**config.mk**
```make
export PLATFORM = sky130hd
export DESIGN_NAME = operand_fwd_hazard
export DESIGN_NICKNAME = d
export VERILOG_FILES = /design/src/rtl/operand_fwd_hazard.sv
export SDC_FILE = /design/constraint.sdc
export NUM_CORES = 1
export LEC_CHECK = 0
export BUFFER_PORTS_ARGS = -buffer_cell sky130_fd_sc_hd__buf_2
export CORE_MARGIN = 2
export CORE_UTILIZATION = 40
export DETAILED_ROUTE_END_ITERATION = 8
export PLACE_DENSITY_LB_ADDON = 0.2
export SLEW_MARGIN = 20
export SYNTH_ARGS = -nofsm -noshare
export SYNTH_HDL_FRONTEND = slang
export SYNTH_SLANG_ARGS = --single-unit
export TNS_END_PERCENT = 100
```
**constraint.sdc**
```tcl
create_clock -name clk -period 3.59 [get_ports clk]
set_clock_uncertainty 0.05 [all_clocks]
set_input_delay 0.1795 -clock clk [delete_from_list [all_inputs] [get_ports clk]]
set_output_delay 0.1795 -clock clk [all_outputs]
set_load 0.02 [all_outputs]
```
**src/rtl/operand_fwd_hazard.sv**
```systemverilog
// -----------------------------------------------------------------------------
// operand_fwd_hazard
//
// D-stage operand forwarding and hazard unit for a 5-stage MIPS pipeline.
// A 3-entry shift pipeline (E, M, W) records the pending register writes of
// the instructions ahead of D. For every read port the block picks the
// register-file value or one of the E/M/W forwarding buses. It raises a stall
// when the youngest producer of an operand cannot deliver it by the time the
// reader consumes it.
//
// Ports
//   clk, reset      clock, synchronous active-high reset
//   wen_d, a3_d     D-stage instruction write enable / destination register
//   tnew_d          cycles after entering E until its result is on a bus
//   flush           kill the instruction entering E (bubble)
//   ra_d, tuse_d    per-port read address / cycles until operand is consumed
//   rf_rdata        per-port register-file read data
//   fwd_*_data      E/M/W stage result buses
//   opnd_d          per-port selected operand
//   fwd_sel_d       per-port select: 0 RF, 1 E, 2 M, 3 W
//   pend_d          per-port: operand not valid yet, re-resolve later
//   stall           freeze PC/D and inject a bubble into E
// -----------------------------------------------------------------------------
module operand_fwd_hazard #(
    parameter int DATA_W = 32,
    parameter int ADDR_W = 5,
    parameter int NPORT  = 2,
    parameter int T_W    = 2
) (
    input  logic                      clk,
    input  logic                      reset,
    input  logic                      wen_d,
    input  logic [ADDR_W-1:0]         a3_d,
    input  logic [T_W-1:0]            tnew_d,
    input  logic                      flush,
    input  logic [NPORT*ADDR_W-1:0]   ra_d,
    input  logic [NPORT*T_W-1:0]      tuse_d,
    input  logic [NPORT*DATA_W-1:0]   rf_rdata,
    input  logic [DATA_W-1:0]         fwd_e_data,
    input  logic [DATA_W-1:0]         fwd_m_data,
    input  logic [DATA_W-1:0]         fwd_w_data,
    output logic [NPORT*DATA_W-1:0]   opnd_d,
    output logic [NPORT*2-1:0]        fwd_sel_d,
    output logic [NPORT-1:0]          pend_d,
    output logic                      stall
);

    // Stage index inside the tracking pipeline: 0 = E, 1 = M, 2 = W.
    localparam int NSTG = 3;

    logic [NSTG-1:0]   trk_wen_q;
    logic [NSTG-1:0]   trk_wen_d;
    logic [ADDR_W-1:0] trk_a3_q   [NSTG];
    logic [ADDR_W-1:0] trk_a3_d   [NSTG];
    logic [T_W-1:0]    trk_tnew_q [NSTG];
    logic [T_W-1:0]    trk_tnew_d [NSTG];

    logic              bubble_s;
    logic [NPORT-1:0]  stall_p_s;

    // Counts down toward "result available" but never wraps below zero.
    function automatic logic [T_W-1:0] sat_dec(input logic [T_W-1:0] t);
        logic [T_W-1:0] r;
        if (t != {T_W{1'b0}}) begin
            r = t - {{(T_W-1){1'b0}}, 1'b1};
        end else begin
            r = {T_W{1'b0}};
        end
        return r;
    endfunction

    // Next state of the tracking pipeline; M and W advance even while stalled.
    always_comb begin
        bubble_s = stall | flush;

        // A stalled or flushed D instruction must not enter E; stall and
        // flush together still produce exactly one bubble.
        if (bubble_s) begin
            trk_wen_d[0]  = 1'b0;
            trk_a3_d[0]   = {ADDR_W{1'b0}};
            trk_tnew_d[0] = {T_W{1'b0}};
        end else begin
            // Writes to $zero are dropped here so they can never match.
            trk_wen_d[0]  = wen_d & (a3_d != {ADDR_W{1'b0}});
            trk_a3_d[0]   = a3_d;
            trk_tnew_d[0] = tnew_d;
        end

        trk_wen_d[1]  = trk_wen_q[0];
        trk_a3_d[1]   = trk_a3_q[0];
        trk_tnew_d[1] = sat_dec(trk_tnew_q[0]);

        // Anything that reaches W is on the W bus by definition.
        trk_wen_d[2]  = trk_wen_q[1];
        trk_a3_d[2]   = trk_a3_q[1];
        trk_tnew_d[2] = {T_W{1'b0}};
    end

    // Tracking pipeline registers with synchronous reset.
    always_ff @(posedge clk) begin
        if (reset) begin
            trk_wen_q <= {NSTG{1'b0}};
            for (int s = 0; s < NSTG; s++) begin
                trk_a3_q[s]   <= {ADDR_W{1'b0}};
                trk_tnew_q[s] <= {T_W{1'b0}};
            end
        end else begin
            trk_wen_q <= trk_wen_d;
            for (int s = 0; s < NSTG; s++) begin
                trk_a3_q[s]   <= trk_a3_d[s];
                trk_tnew_q[s] <= trk_tnew_d[s];
            end
        end
    end

    // Per-port operand resolution against the current tracking entries.
    always_comb begin : resolve_b
        logic [ADDR_W-1:0] ra_v;
        logic [T_W-1:0]    tuse_v;
        logic [T_W-1:0]    tnew_v;
        logic [NSTG-1:0]   hit_v;
        logic [1:0]        sel_v;
        logic [DATA_W-1:0] bus_v;

        opnd_d    = rf_rdata;
        fwd_sel_d = {(NPORT*2){1'b0}};
        pend_d    = {NPORT{1'b0}};
        stall_p_s = {NPORT{1'b0}};
        ra_v      = {ADDR_W{1'b0}};
        tuse_v    = {T_W{1'b0}};
        tnew_v    = {T_W{1'b0}};
        hit_v     = {NSTG{1'b0}};
        sel_v     = 2'd0;
        bus_v     = {DATA_W{1'b0}};

        for (int p = 0; p < NPORT; p++) begin
            ra_v   = ra_d[p*ADDR_W +: ADDR_W];
            tuse_v = tuse_d[p*T_W +: T_W];

            for (int s = 0; s < NSTG; s++) begin
                hit_v[s] = trk_wen_q[s] && (trk_a3_q[s] == ra_v) &&
                           (ra_v != {ADDR_W{1'b0}});
            end

            // Only the youngest producer matters: an older ready value is
            // stale once a younger write to the same register is in flight.
            if (hit_v[0]) begin
                sel_v  = 2'd1;
                tnew_v = trk_tnew_q[0];
                bus_v  = fwd_e_data;
            end else if (hit_v[1]) begin
                sel_v  = 2'd2;
                tnew_v = trk_tnew_q[1];
                bus_v  = fwd_m_data;
            end else if (hit_v[2]) begin
                sel_v  = 2'd3;
                tnew_v = trk_tnew_q[2];
                bus_v  = fwd_w_data;
            end else begin
                sel_v  = 2'd0;
                tnew_v = {T_W{1'b0}};
                bus_v  = rf_rdata[p*DATA_W +: DATA_W];
            end

            if (sel_v == 2'd0) begin
                pend_d[p] = 1'b0;
            end else if (tnew_v == {T_W{1'b0}}) begin
                fwd_sel_d[p*2 +: 2]        = sel_v;
                opnd_d[p*DATA_W +: DATA_W] = bus_v;
            end else if (tnew_v <= tuse_v) begin
                // Producer will be ready in time; a later stage re-resolves.
                pend_d[p] = 1'b1;
            end else begin
                pend_d[p]    = 1'b1;
                stall_p_s[p] = 1'b1;
            end
        end
    end

    assign stall = |stall_p_s;

endmodule

```
### Yosys cells after proc, flatten, opt, wreduce, memory -nomap -nowiden

Memories as Yosys holds them, arrays and structs flattened.
Index checks and enable logic that the tools add are counted.

* add/sub/neg operators: 1
* magnitude comparators: 2
* eq/ne operators: 6
* mux-type cells: 48
* bitwise operators: 8
* reductions and logical operators: 22

Operators with widths (number)
* $mux 32: 10
* $mux 2: 21
* $eq 5x5->1: 6
* $mux 5: 4
* $reduce_bool 5->1: 3
* $mux 1: 13
* $logic_and 1x1->1: 12
* $logic_not 2->1: 4
* $or 1x1->1: 7
* $le 2x2->1: 2
* $reduce_or 2->1: 2
* $reduce_bool 2->1: 1
* $sub 2x1->2 const B: 1
* $and 1x1->1: 1

* register bits: 3
* RAM bits: 21
* input bits: 185
* output and inout port bits: 71
* word-level logic and storage cells: 91
* memories: 2

Memories
* trk_a3_q: depth 3, bits a word 5, read ports 3, clocked after Yosys merged registers in 0, write ports 3, RTL line 53 `logic [ADDR_W-1:0] trk_a3_q [NSTG];`
* trk_tnew_q: depth 3, bits a word 2, read ports 3, clocked after Yosys merged registers in 0, write ports 3, RTL line 55 `logic [T_W-1:0] trk_tnew_q [NSTG];`

### Depth between registers and ports, before layout

An unclocked memory read counts as a cell.

* word-level depth: 15
* gate-level depth with buffers: 18
* mapped depth without buffers: 14

### Worst setup path before layout

No wires, ideal clock.

* path kind: input to output
* start: input port ra_d[1]
* end: output port stall
* data arrival time: 2.890 ns
* required time: 3.360 ns
* slack: 0.470 ns
* cell stages on the path: 15
* path buffers: 3
* path through: clkbuf_1 -> xnor2_1 -> nand2_1 -> nor4_2 -> clkbuf_1 -> nand2_1 -> o22ai_1 -> ha_1 -> nor2b_1 -> o21ai_0 -> nor2_1 -> a31oi_1 -> and3_1 -> clkbuf_1 -> inv_2

* longest elaborated chain between the ends: 11
* elaborated cells between the ends (all ways): 23
* those cells by class: 1 x order compare; 3 x eq/ne; 9 x mux; 10 x reduce/logical

Ends and longest elaborated chain
* start: declaration: RTL line 36 `input logic [NPORT*ADDR_W-1:0] ra_d,`
* $eq 5x5->1: RTL line 141 `hit_v[s] = trk_wen_q[s] && (trk_a3_q[s] == ra_v) &&`
* $logic_and 1x1->1 (2 in a row): RTL line 141
* $mux 2: RTL line 155 `end else if (hit_v[2]) begin`
* $mux 2: RTL line 151 `end else if (hit_v[1]) begin`
* $mux 2: RTL line 147 `if (hit_v[0]) begin`
* $le 2x2->1: RTL line 170 `end else if (tnew_v <= tuse_v) begin`
* $mux 1: RTL line 170
* $mux 1: RTL line 167 `end else if (tnew_v == {T_W{1'b0}}) begin`
* $mux 1 *: RTL line 165 `if (sel_v == 2'd0) begin`
* $reduce_or 2->1 *: RTL line 180 `assign stall = |stall_p_s;`
* end: declaration: RTL line 45 `output logic stall`

Every way passes the cells marked *; elsewhere a longest branch is shown, timed or not.

==> PnR_summary.wiki <==
{| class="wikitable"
! Metric !! Value
|-
| FF-to-FF Start || trk_a3_q[0][2]$_SDFF_PP0_
|-
| Average cell area after synthesis || 7.26 um^2
|-
| Final count of pins violating max slew || 0
|-
| Top Ports || 256
|-
| Static leakage power || 2.44 nW
|-
| Net total in the final layout || 938
|-
| Worst EP required || 3.36 ns
|-
| Max transition margin || 52.4%
|-
| Number of remaining DRC errors || 0
|-
| Count of flip-flops with a built-in enable after synthesis || 0
|-
| Kind of launch point of the worst setup path || flip-flop
|-
| Clk Latency, worst-skew pair || 0.26 ns
|-
| Cell area after synthesis || 3810 um^2
|-
| Horizontal die dimension || 102 um
|-
| Cell count of the worst hold path || 2
|-
| Count of buffers from port buffering || 255
|-
| Worst VDD drop || 0.209 mV
|-
| Number of resized instances in the post-cts repair step || 0
|-
| Fin crit period || 3.38 ns
|-
| First-pass GRT wire length || 23,500 um
|-
| Via count of the first global-routing pass || 4,808
|-
| Primary FF master, synth || sky130_fd_sc_hd__dfxtp_1
|-
| Logic depth of the worst register-to-register path || 12
|-
| Share of the yosys chip area belonging to registers || 11.6%
|-
| WS Path Type || reg2out
|-
| Clock-pin transition on the worst setup and hold timing paths || 0.08 ns
|-
| Total setup violations reported at the end of the flow || 0
|-
| Critical hold path startpoint || tnew_d[1]
|-
| Vertical extent of the die || 102 um
|-
| Yosys Warn Count || 0
|-
| Overall fraction of global-route tracks in use || 28.1%
|-
| Part of the cycle the worst path needs || 94.1%
|-
| CP arrival || 3.15 ns
|-
| Post-synthesis instance total || 525
|-
| Clock buffers created by TritonCTS || 3
|-
| Final Hold Viols || 0
|-
| Largest net degree at the start of global routing || 59
|-
| Area growth from synthesis to layout || 37.5%
|-
| Detail Route Antenna Nets || 0
|-
| Cell Count Post-Placement || 872
|-
| Most common library cell in the layout ignoring fill and taps || sky130_fd_sc_hd__buf_2
|-
| Utilization after layout || 56.7%
|-
| Routed wire per std cell || 18.0 um
|-
| Initial standard-cell utilization of the core || 41.2%
|-
| Row cnt || 35
|-
| Deepest level of the CTS H-tree || 1
|-
| RSZ-0062 raised after global routing || no
|-
| CP Launch Point || trk_a3_q[0][2]$_SDFF_PP0_
|-
| Async SR Flop Fraction || 0%
|-
| Total Negative Setup Slacks || 0 ns
|-
| Most used cells in the layout excluding fill and tap cells || 255 x sky130_fd_sc_hd__buf_2, 80 x sky130_fd_sc_hd__nor2_1, 74 x sky130_fd_sc_hd__nand3_1, 64 x sky130_fd_sc_hd__a31oi_1, 60 x sky130_fd_sc_hd__mux2_4
|-
| Via count || 5,053
|-
| Total of flip-flops plus latches after synthesis || 22
|-
| Sink Count || 22
|-
| Critical Path Sink Type || output port
|-
| Hold buffers post-CTS || 0
|-
| Status || completed
|-
| Pwr dens || 165 nW/um^2
|-
| Placed wire-length estimate || 11,600 um
|-
| GRT overflow || 0
|-
| 1st-pass router iterations || 6
|-
| DR vias/cell || 5.76
|-
| CTS tree || built
|-
| Count of maximum capacitance violations || 0
|-
| Initial antenna violation count || 1
|-
| Number of distinct library cells after synthesis || 40
|-
| Hold slack || 0.0883 ns
|-
| Routed WL || 15,800 um
|-
| Buffers inserted by post-CTS timing repair || 0
|-
| Post-synth net total || 715
|-
| Die Outline Area || 10,300 um^2
|-
| Maximum buffer depth of the clock tree || 2
|-
| Root Driver || sky130_fd_sc_hd__clkbuf_8
|-
| F_max || 296 MHz
|-
| Core outline area || 9240 um^2
|-
| Routability cong. || 0.928
|-
| Detailed router's first-iteration violation count || 350
|-
| Proportion of layout cells with a drive suffix above 1 || 46.5%
|-
| Final cell count without fillers || 877
|-
| Min-Delay Path Class || in2reg
|-
| Worst Path Max Fanout || 17
|-
| Actual transition at the worst max-transition pin || 0.712 ns
|}
sequential cells by signal, summed over array words and instances (netlist names):
register and cells:
trk_wen_q 3, trk_tnew_q 4, trk_a3_q 15
final cells by class:
class	instances	area (um^2)
diodes	1	2.50
clock buffers	3	41.3
clock inverters	1	30.0
fillers	887	4000
inverters	6	22.5
multi-input cells	445	3140
flip-flops and latches	22	443
well taps	129	161
repair buffers	270	1400
stage by stage:
stage	cell area, um^2	total power [W]	setup WS (ns)
floorplan	3810	0.000453	0.470
global placement	5160	0.000632	0.363
detailed placement	5170	0.000637	0.265
CTS	5240	0.000867	0.213
global route	5240	0.000904	0.0211
finish	5240	0.000865	0.210
layer usage:
metal	wire length, um	vias to the layer above	share of wire (%)	global-route usage (%)
met5	0	-	0	0
met4	318	0	2.0	7.17
met3	1380	22	8.7	2.83
met2	7820	310	50	50.9
met1	6270	2352	40	35.6
li1	-	2369	-	-
synthesized netlist by cell type (2+ instances only):
cell                       instances  area [um^2]
sky130_fd_sc_hd__nor2b_1          13         81.3
sky130_fd_sc_hd__xor2_1            7         61.3
sky130_fd_sc_hd__mux2_1            4         45.0
sky130_fd_sc_hd__dfxtp_1          22          440
sky130_fd_sc_hd__nand4_1           2         12.5
sky130_fd_sc_hd__and3_1            8         50.1
sky130_fd_sc_hd__buf_1             6         22.5
sky130_fd_sc_hd__a21oi_1          56          280
sky130_fd_sc_hd__a31oi_1          64          400
sky130_fd_sc_hd__o211ai_1          2         15.0
sky130_fd_sc_hd__nand3_1          74          370
sky130_fd_sc_hd__nor3_1            6         30.0
sky130_fd_sc_hd__nor2_1           81          304
sky130_fd_sc_hd__buf_2             7         35.0
sky130_fd_sc_hd__o311a_1           2         20.0
sky130_fd_sc_hd__o21ai_0           3         15.0
sky130_fd_sc_hd__and2_1            2         12.5
sky130_fd_sc_hd__or4_1             2         15.0
sky130_fd_sc_hd__a21oi_2           2         17.5
sky130_fd_sc_hd__xnor2_1          23          201
sky130_fd_sc_hd__nand2_1          12         45.0
sky130_fd_sc_hd__inv_1             5         18.8
sky130_fd_sc_hd__o211a_1           2         20.0
sky130_fd_sc_hd__o22ai_1           4         25.0
sky130_fd_sc_hd__clkbuf_1         32          120
sky130_fd_sc_hd__or3_1             2         12.5
sky130_fd_sc_hd__buf_6             6         67.6
sky130_fd_sc_hd__mux2_4           60          901
sky130_fd_sc_hd__ha_1              5         62.6
power breakdown:
part / switching (W) / leakage, nW / internal [W]
Sequential: 0.00000987 / 0.180 / 0.000252
Clock: 0.0000809 / 0.0357 / 0.000149
Combinational: 0.000192 / 2.23 / 0.000182
cell families (layout without fill, tap and decap cells):
kind of cell / Yosys count / in the layout / share of synthesized area, %
other cells: 0 / 1 / 0
flops: 22 / 22 / 11.6
mux: 64 / 64 / 24.8
compound gates: 139 / 139 / 22.2
xor+xnor: 30 / 30 / 6.89
buf+inv: 58 / 280 / 7.22
fa+ha+maj: 5 / 5 / 1.64
simple gates: 207 / 207 / 25.7
critical path, cell delays in order, from the launching register on:
cell	delay, ns
sky130_fd_sc_hd__dfxtp_1	0.41
sky130_fd_sc_hd__xnor2_1	0.14
sky130_fd_sc_hd__nand4_1	0.22
sky130_fd_sc_hd__or2_2	0.38
sky130_fd_sc_hd__buf_4	0.20
sky130_fd_sc_hd__o22ai_1	0.18
sky130_fd_sc_hd__ha_1	0.26
sky130_fd_sc_hd__nor2b_1	0.13
sky130_fd_sc_hd__o21ai_0	0.21
sky130_fd_sc_hd__nor2_1	0.06
sky130_fd_sc_hd__a31oi_1	0.18
sky130_fd_sc_hd__and3_1	0.30
sky130_fd_sc_hd__inv_2	0.06
sky130_fd_sc_hd__buf_2	0.16
final timing paths:
check                           endpoint  slack (ns)
min reg2reg      trk_wen_q[1]$_SDFF_PP0_        0.46
max reg2reg    trk_a3_q[0][0]$_SDFF_PP0_        0.62
min          trk_tnew_q[0][1]$_SDFF_PP0_        0.09
max                                stall        0.21
Note: power is estimated with default switching activity, not from simulation.
